### src/rtl/hazard_fwd_scoreboard_pkg.sv
// Shared constants for the ID-stage hazard/forwarding unit.
// Forward-select encodings and E/M shadow-record field widths.
package hazard_pkg;

    typedef logic [2:0] fwd_sel_t;

    localparam fwd_sel_t FWD_RF  = 3'd0;
    localparam fwd_sel_t FWD_EXE = 3'd1;
    localparam fwd_sel_t FWD_MEM = 3'd2;
    localparam fwd_sel_t FWD_LW  = 3'd3;
    localparam fwd_sel_t FWD_MC  = 3'd4;

    localparam int SH_WREG_W  = 1;
    localparam int SH_M2REG_W = 1;

endpackage

### src/rtl/hazard_fwd_scoreboard_if.sv
// ID-stage request / hazard-response bundle of hazard_fwd_scoreboard.
// master drives the decoded instruction, slave returns stall/forward info.
interface hazard_fwd_scoreboard_if #(
    parameter int RW = 5
);
    import hazard_pkg::*;

    logic          id_valid;
    logic [RW-1:0] id_rs;
    logic [RW-1:0] id_rt;
    logic          id_use_rs;
    logic          id_use_rt;
    logic          id_wreg;
    logic [RW-1:0] id_rn;
    logic          id_m2reg;
    logic          id_mc;

    logic          stall;
    logic          issue;
    fwd_sel_t      fwda;
    fwd_sel_t      fwdb;
    logic          mc_start;
    logic          mc_busy;
    logic          mc_done;
    logic [RW-1:0] mc_rn;

    modport master (
        output id_valid, id_rs, id_rt, id_use_rs, id_use_rt,
        output id_wreg, id_rn, id_m2reg, id_mc,
        input  stall, issue, fwda, fwdb,
        input  mc_start, mc_busy, mc_done, mc_rn
    );

    modport slave (
        input  id_valid, id_rs, id_rt, id_use_rs, id_use_rt,
        input  id_wreg, id_rn, id_m2reg, id_mc,
        output stall, issue, fwda, fwdb,
        output mc_start, mc_busy, mc_done, mc_rn
    );

endinterface

### src/rtl/hazard_fwd_scoreboard_mc_scoreboard.sv
// Tracks the single outstanding multi-cycle (mul/div) operation.
// Produces mc_done and the RAW/WAW/structural stall terms against it.
module mc_scoreboard
    import hazard_pkg::*;
#(
    parameter int RW     = 5,
    parameter int MC_LAT = 4,
    parameter int CW     = 4
) (
    input  logic          clock,
    input  logic          reset,
    input  logic          issue,
    input  logic          id_mc,
    input  logic [RW-1:0] id_rs,
    input  logic [RW-1:0] id_rt,
    input  logic          id_use_rs,
    input  logic          id_use_rt,
    input  logic          id_wreg,
    input  logic [RW-1:0] id_rn,
    output logic          busy_o,
    output logic          done_o,
    output logic [RW-1:0] rn_o,
    output logic          hit_a_o,
    output logic          hit_b_o,
    output logic          stall_o
);

    logic          pending_q, pending_d;
    logic [RW-1:0] rn_q, rn_d;
    logic [CW-1:0] cnt_q, cnt_d;
    logic          done;
    logic          pend_nd;
    logic          waw;

    always_comb begin
        done    = pending_q & (cnt_q == CW'(1));
        pend_nd = pending_q & ~done;
        hit_a_o = pending_q & id_use_rs & (id_rs != '0) & (id_rs == rn_q);
        hit_b_o = pending_q & id_use_rt & (id_rt != '0) & (id_rt == rn_q);
        waw     = id_wreg & (id_rn != '0) & (id_rn == rn_q);
        stall_o = pend_nd & (hit_a_o | hit_b_o | waw | id_mc);
        busy_o  = pending_q;
        done_o  = done & ~reset;
        rn_o    = rn_q;
    end

    // A new op may start in the done cycle, so issue overrides retirement.
    always_comb begin
        pending_d = pending_q;
        rn_d      = rn_q;
        cnt_d     = cnt_q;
        if (pending_q) begin
            cnt_d = cnt_q - CW'(1);
            if (done) begin
                pending_d = 1'b0;
                cnt_d     = '0;
            end
        end
        if (issue & id_mc) begin
            pending_d = 1'b1;
            rn_d      = id_rn;
            cnt_d     = CW'(MC_LAT);
        end
    end

    always_ff @(posedge clock) begin
        if (reset) begin
            pending_q <= 1'b0;
            rn_q      <= '0;
            cnt_q     <= '0;
        end else begin
            pending_q <= pending_d;
            rn_q      <= rn_d;
            cnt_q     <= cnt_d;
        end
    end

endmodule

### src/rtl/hazard_fwd_scoreboard.sv
// ID-stage hazard detection and operand forwarding with a mul/div scoreboard.
// Define HAZ_FORWARD_EN for bypassing; otherwise every RAW hazard stalls.
module hazard_fwd_scoreboard
    import hazard_pkg::*;
#(
    parameter int RW     = 5,
    parameter int MC_LAT = 4,
    parameter int CW     = 4
) (
    input  logic clock,
    input  logic reset,
    hazard_fwd_scoreboard_if.slave bus
);

    logic [SH_WREG_W-1:0]  e_wreg_q, e_wreg_d, m_wreg_q, m_wreg_d;
    logic [RW-1:0]         e_rn_q, e_rn_d, m_rn_q, m_rn_d;
    logic [SH_M2REG_W-1:0] e_m2reg_q, e_m2reg_d;

    logic          stall, issue, haz, load_use, e_go;
    logic          e_hit_a, e_hit_b, m_hit_a, m_hit_b;
    logic          mc_busy, mc_done, mc_hit_a, mc_hit_b, mc_stall;
    logic [RW-1:0] mc_rn;

    function automatic logic hit(input logic use_x, input logic [RW-1:0] x,
                                 input logic wreg, input logic [RW-1:0] rn);
        return use_x & (x != '0) & wreg & (rn == x);
    endfunction

    mc_scoreboard #(.RW(RW), .MC_LAT(MC_LAT), .CW(CW)) u_mc (
        .clock     (clock),
        .reset     (reset),
        .issue     (issue),
        .id_mc     (bus.id_mc),
        .id_rs     (bus.id_rs),
        .id_rt     (bus.id_rt),
        .id_use_rs (bus.id_use_rs),
        .id_use_rt (bus.id_use_rt),
        .id_wreg   (bus.id_wreg),
        .id_rn     (bus.id_rn),
        .busy_o    (mc_busy),
        .done_o    (mc_done),
        .rn_o      (mc_rn),
        .hit_a_o   (mc_hit_a),
        .hit_b_o   (mc_hit_b),
        .stall_o   (mc_stall)
    );

    always_comb begin
        e_hit_a  = hit(bus.id_use_rs, bus.id_rs, e_wreg_q[0], e_rn_q);
        e_hit_b  = hit(bus.id_use_rt, bus.id_rt, e_wreg_q[0], e_rn_q);
        m_hit_a  = hit(bus.id_use_rs, bus.id_rs, m_wreg_q[0], m_rn_q);
        m_hit_b  = hit(bus.id_use_rt, bus.id_rt, m_wreg_q[0], m_rn_q);
        load_use = e_m2reg_q[0] & (e_hit_a | e_hit_b);
`ifdef HAZ_FORWARD_EN
        haz = load_use | mc_stall;
`else
        haz = load_use | mc_stall | e_hit_a | e_hit_b | m_hit_a | m_hit_b
            | mc_hit_a | mc_hit_b;
`endif
        stall = ~reset & bus.id_valid & haz;
        issue = ~reset & bus.id_valid & ~stall;
    end

    // Multi-cycle ops retire through the scoreboard, not the E/M shadows.
    always_comb begin
        e_go      = issue & ~bus.id_mc;
        e_wreg_d  = SH_WREG_W'(e_go & bus.id_wreg);
        e_rn_d    = e_go ? bus.id_rn : '0;
        e_m2reg_d = SH_M2REG_W'(e_go & bus.id_m2reg);
        m_wreg_d  = e_wreg_q;
        m_rn_d    = e_rn_q;
    end

    always_ff @(posedge clock) begin
        if (reset) begin
            e_wreg_q  <= '0;
            e_rn_q    <= '0;
            e_m2reg_q <= '0;
            m_wreg_q  <= '0;
            m_rn_q    <= '0;
        end else begin
            e_wreg_q  <= e_wreg_d;
            e_rn_q    <= e_rn_d;
            e_m2reg_q <= e_m2reg_d;
            m_wreg_q  <= m_wreg_d;
            m_rn_q    <= m_rn_d;
        end
    end

`ifdef HAZ_FORWARD_EN
    logic [SH_M2REG_W-1:0] m_m2reg_q, m_m2reg_d;

    always_comb m_m2reg_d = e_m2reg_q;

    always_ff @(posedge clock) begin
        if (reset) m_m2reg_q <= '0;
        else       m_m2reg_q <= m_m2reg_d;
    end

    function automatic fwd_sel_t pick(input logic e_hit, input logic e_ld,
                                      input logic m_hit, input logic m_ld,
                                      input logic mc_hit);
        fwd_sel_t sel;
        priority case (1'b1)
            e_hit & ~e_ld: sel = FWD_EXE;
            m_hit & ~m_ld: sel = FWD_MEM;
            m_hit & m_ld:  sel = FWD_LW;
            mc_hit:        sel = FWD_MC;
            default:       sel = FWD_RF;
        endcase
        return sel;
    endfunction

    always_comb begin
        bus.fwda = reset ? FWD_RF : pick(e_hit_a, e_m2reg_q[0], m_hit_a,
                                         m_m2reg_q[0], mc_done & mc_hit_a);
        bus.fwdb = reset ? FWD_RF : pick(e_hit_b, e_m2reg_q[0], m_hit_b,
                                         m_m2reg_q[0], mc_done & mc_hit_b);
    end
`else
    always_comb begin
        bus.fwda = FWD_RF;
        bus.fwdb = FWD_RF;
    end
`endif

    always_comb begin
        bus.stall    = stall;
        bus.issue    = issue;
        bus.mc_start = issue & bus.id_mc;
        bus.mc_busy  = mc_busy;
        bus.mc_done  = mc_done;
        bus.mc_rn    = mc_rn;
    end

endmodule
### src/flat_wrapper.sv
// flat-port wrapper written by rule: the top's interface ports become plain ports
module hazard_fwd_scoreboard_flat import hazard_pkg::*;
#(
    parameter int RW     = 5,
    parameter int MC_LAT = 4,
    parameter int CW     = 4
)
  (clock, reset, bus_id_valid, bus_id_rs, bus_id_rt, bus_id_use_rs, bus_id_use_rt, bus_id_wreg, bus_id_rn, bus_id_m2reg, bus_id_mc, bus_stall, bus_issue, bus_fwda, bus_fwdb, bus_mc_start, bus_mc_busy, bus_mc_done, bus_mc_rn);
  hazard_fwd_scoreboard_if #(.RW(RW)) bus_i ();
  input  logic clock;
  input  logic reset;
  input wire logic [$bits(bus_i.id_valid)-1:0] bus_id_valid;
  input wire logic [$bits(bus_i.id_rs)-1:0] bus_id_rs;
  input wire logic [$bits(bus_i.id_rt)-1:0] bus_id_rt;
  input wire logic [$bits(bus_i.id_use_rs)-1:0] bus_id_use_rs;
  input wire logic [$bits(bus_i.id_use_rt)-1:0] bus_id_use_rt;
  input wire logic [$bits(bus_i.id_wreg)-1:0] bus_id_wreg;
  input wire logic [$bits(bus_i.id_rn)-1:0] bus_id_rn;
  input wire logic [$bits(bus_i.id_m2reg)-1:0] bus_id_m2reg;
  input wire logic [$bits(bus_i.id_mc)-1:0] bus_id_mc;
  output wire logic [$bits(bus_i.stall)-1:0] bus_stall;
  output wire logic [$bits(bus_i.issue)-1:0] bus_issue;
  output wire logic [$bits(bus_i.fwda)-1:0] bus_fwda;
  output wire logic [$bits(bus_i.fwdb)-1:0] bus_fwdb;
  output wire logic [$bits(bus_i.mc_start)-1:0] bus_mc_start;
  output wire logic [$bits(bus_i.mc_busy)-1:0] bus_mc_busy;
  output wire logic [$bits(bus_i.mc_done)-1:0] bus_mc_done;
  output wire logic [$bits(bus_i.mc_rn)-1:0] bus_mc_rn;
  assign bus_i.id_valid = bus_id_valid;
  assign bus_i.id_rs = bus_id_rs;
  assign bus_i.id_rt = bus_id_rt;
  assign bus_i.id_use_rs = bus_id_use_rs;
  assign bus_i.id_use_rt = bus_id_use_rt;
  assign bus_i.id_wreg = bus_id_wreg;
  assign bus_i.id_rn = bus_id_rn;
  assign bus_i.id_m2reg = bus_id_m2reg;
  assign bus_i.id_mc = bus_id_mc;
  assign bus_stall = bus_i.stall;
  assign bus_issue = bus_i.issue;
  assign bus_fwda = bus_i.fwda;
  assign bus_fwdb = bus_i.fwdb;
  assign bus_mc_start = bus_i.mc_start;
  assign bus_mc_busy = bus_i.mc_busy;
  assign bus_mc_done = bus_i.mc_done;
  assign bus_mc_rn = bus_i.mc_rn;
  hazard_fwd_scoreboard #(.RW(RW), .MC_LAT(MC_LAT), .CW(CW)) u_core (.clock(clock), .reset(reset), .bus(bus_i));
endmodule
### config.mk
export PLATFORM = sky130hd
export DESIGN_NAME = hazard_fwd_scoreboard_flat
export DESIGN_NICKNAME = d
export VERILOG_FILES = /design/src/rtl/hazard_fwd_scoreboard_pkg.sv /design/src/rtl/hazard_fwd_scoreboard_if.sv /design/src/rtl/hazard_fwd_scoreboard_mc_scoreboard.sv /design/src/rtl/hazard_fwd_scoreboard.sv /design/src/flat_wrapper.sv
export SDC_FILE = /design/constraint.sdc
export NUM_CORES = 1
export LEC_CHECK = 0
export CORE_MARGIN = 2
export CORE_UTILIZATION = 50
export DETAILED_ROUTE_END_ITERATION = 8
export PLACE_DENSITY = 0.84
export SLEW_MARGIN = 30
export SYNTH_ARGS = -nofsm -noshare
export SYNTH_HDL_FRONTEND = slang
export SYNTH_SLANG_ARGS = --single-unit
### constraint.sdc
create_clock -name clock -period 3.3 [get_ports clock]
set_input_delay 0.33 -clock clock [delete_from_list [all_inputs] [get_ports clock]]
set_output_delay 0.33 -clock clock [all_outputs]
set_load 0.01 [all_outputs]
==> impl_metrics.csv <==
group,metric,value,unit
timing,slew_viol_final,0,
layout,syn_to_final_growth,28.09,%
run,cap_violations,0,
detailed_routing,remaining_drc_errors,0,
synth,synth-seq-cells,22,
global_route,track_usage,0.1907,
timing,fmax,0.3237,GHz
timing,skew,4.757,ps
floorplanning,die_width,55.53,µm
hold_path,hold_path_class,"register to register",
detailed_routing,detail-route-antenna-nets,0,
synth,synthTopCellsByArea,"dfxtp_1, xor2_1, nor2b_1",
power_and_ir_drop,leakagePower,0.0006993,µW
global_route,grt_first_pass_wirelength,4.609,mm
synth,synth.cell_area,1328,µm²
detailed_routing,via_per_inst,5.148,
clock_tree,htreeDepth,1,
timing,holdWs,490.5,ps
run_status,outcome,"finished, final reports clean",
timing,relSlewSlack,0.5554,
place,dp_cells,206,
floorplanning,start_util,0.5310,
detailed_routing,firstDrtPassIters,4,
timing,rsz0062_at_grt,"no",
clock_tree,root_buffer,"clkbuf_4",
detailed_routing,vias,1081,
synth,netlist.area_leader.share,0.3318,
floorplanning,core_area,2500,µm²
synth,synth-edff-count,0,
critical_path,setup.worst_path.class,"primary input to output port",
layout,fillers,204,
power_and_ir_drop,vdd_drop_max,0.2809,mV
clock_tree,path_clk_slew,110,ps
critical_path,path_max_fanout,4,
layout,final_nets,206,
place,place_ws,211.5,ps
global_route,grt_pass1_vias,1081,
timing,fin_crit,3090,ps
synth,ys.flop_type,"dfxtp_1",
timing,finalCritPeriodShare,0.9363,
layout,final_cells,210,
timing,setup_slack,210.4,ps
global_route,grt-ovfl-total,0,
detailed_routing,routed_wl,2.690,mm
clock_tree,cts_setup_buffers,0,
clock_tree,post_cts_resized,0,
clock_tree,cts_tree,"built",
critical_path,crit_arrival,2760,ps
floorplanning,rows,18,
synth,synth_top_cell_by_area,"dfxtp_1",
global_route,grt_max_degree,18,
timing,hold_viol,0,
power_and_ir_drop,powerDensity,334.8,nW/µm²
synth,synth.avg_cell_area,9.219,µm²
clock_tree,ctsHoldBuffers,0,
clock_tree,clk_latency,300,ps
global_route,antenna_found_initial,0,
place,place_hpwl,2.189,mm
place,globalplace.congestion,0.8651,
clock_tree,cts.sink_count,22,
floorplanning,fp.dieArea,3083,µm²
synth,ys_seq_area_frac,0.3318,
clock_tree,cts_buffer_depth,2,
clock_tree,cts_made_buffers,3,
critical_path,cpMaxStageDelayCell,"clkdlybuf4s50_1",
power_and_ir_drop,fin_total_pwr,569.3,µW
detailed_routing,drt_iter0_drc,18,
critical_path,slowest_delay,560,ps
critical_path,crit_path_end_kind,"output port",
synth,async_reset_ff_frac,0,
critical_path,worstRegToRegCells,7,
hold_path,holdPathStages,1,
critical_path,path_cells,"clkdlybuf4s50_1, or4_1, o21ai_1, a31oi_1, or3_1, inv_1, clkdlybuf4s50_1",
timing,setup_viol,0,
timing,worst_slew_pin_slew,660.8,ps
synth,ys_warn_count,0,
critical_path,crit_path_frequent_cell,"clkdlybuf4s50_1",
floorplanning,ioPinCount,39,
synth,ys_types,30,
layout,num_antenna_cells,0,
floorplanning,die_h,55.53,µm
synth,netlist_instances,144,
place,port_buffers,31,
timing,setup_tns,0,ps
detailed_routing,drt-wirelength-per-cell,12.81,µm
critical_path,start_kind,"primary input",
layout,drive_above_1_share,0.09444,
critical_path,required,2970,ps
-- area by class of cell --
type | count | area (µm²) | share of cell area
Clock buffer | 4 | 36.28 | 0.02134
Inverter | 3 | 11.26 | 0.006623
Multi-Input combinational cell | 116 | 834.6 | 0.4908
Sequential cell | 22 | 440.4 | 0.2590
Tap cell | 30 | 37.54 | 0.02208
Timing Repair Buffer | 35 | 340.3 | 0.2001
-- final timing paths --
path | slack (ps) | startpoint | to
max | 210 | bus_id_rs[3] | bus_mc_start
min | 490 | u_core.e_wreg_q | u_core.m_wreg_q
max reg2reg | 1200 | u_core.e_rn_q[3] | u_core.u_mc.rn_o[3]
min reg2reg | 490 | u_core.e_wreg_q | u_core.m_wreg_q
-- cell families (layout without fill, tap and decap cells) --
kind of cell	count (synthesis)	count (layout)	share of synthesized area
AOI/OAI and AO/OA	12	12	0.05749
xor gates and xnor gates	34	34	0.2243
adders and majority gates	2	2	0.01885
buffers and inverters	11	42	0.05372
DFF	22	22	0.3318
muxes	6	6	0.06503
other	1	6	0.002825
and+or+nand+nor	56	56	0.2460
-- cell usage after synthesis (2+ instances only) --
library cell / n
nor2_1: 2
o21ai_1: 2
a21oi_1: 4
buf_4: 6
and2_1: 7
nand3_1: 7
nor3_1: 6
ha_1: 2
nor2b_1: 13
dfxtp_1: 22
nand2b_1: 3
inv_1: 3
mux2_4: 5
o21ai_0: 2
xor2_1: 27
or3_1: 2
or4_1: 2
nand2_1: 3
a31oi_1: 2
nor4_1: 8
xnor2_1: 7
-- per-layer routing --
layer	vias up	global-route usage	routed length (µm)
met5	-	0	0
li1	557	-	-
met2	36	0.3435	1309
met3	4	0.02810	134
met4	0	0.08362	50
met1	484	0.2211	1196
-- critical path, delay by kind of cell --
family	cells	cell delay, ps
buffers and inverters	3	1230
and+or+nand+nor	2	940
AOI/OAI and AO/OA	2	270
-- report_power, final --
| part | leakage (µW) | internal, µW | total (µW) | switching (µW) |
|---|---|---|---|---|
| Clock | 0.0000210 | 67.3 | 145 | 77.3 |
| Sequential | 0.000179 | 278 | 293 | 15.0 |
| Combinational | 0.000499 | 74.4 | 132 | 57.5 |
-- placed cells by master (no fill, tap or decap), types with 2 or more instances in the layout --
cell,count
a21oi_1,4
a31oi_1,2
and2_1,7
buf_4,4
clkbuf_4,3
clkdlybuf4s50_1,31
conb_1,6
dfxtp_1,22
ha_1,2
inv_1,3
mux2_4,5
nand2_1,3
nand2b_1,3
nand3_1,7
nor2_1,2
nor2b_1,13
nor3_1,6
nor4_1,8
o21ai_0,2
o21ai_1,2
or3_1,2
or4_1,2
xnor2_1,7
xor2_1,27
-- metrics by stage --
stage            util  instance area, µm²
4_1_cts        0.6802                1700
3_5_place_dp   0.6657                1664
2_1_floorplan       -                1346
6_report       0.6802                1700
5_1_grt        0.6802                1700
3_3_place_gp   0.6657                1664
-- registers in the layout, indices dropped and copies added (netlist names) --
register	cells
u_core.m_rn_q	5
u_core.u_mc.rn_o	5
u_core.m_wreg_q	1
u_core.e_wreg_q	1
u_core.e_rn_q	5
u_core.u_mc.busy_o	1
u_core.u_mc.cnt_q	4
No activity file was read; power rests on OpenSTA's default activity.
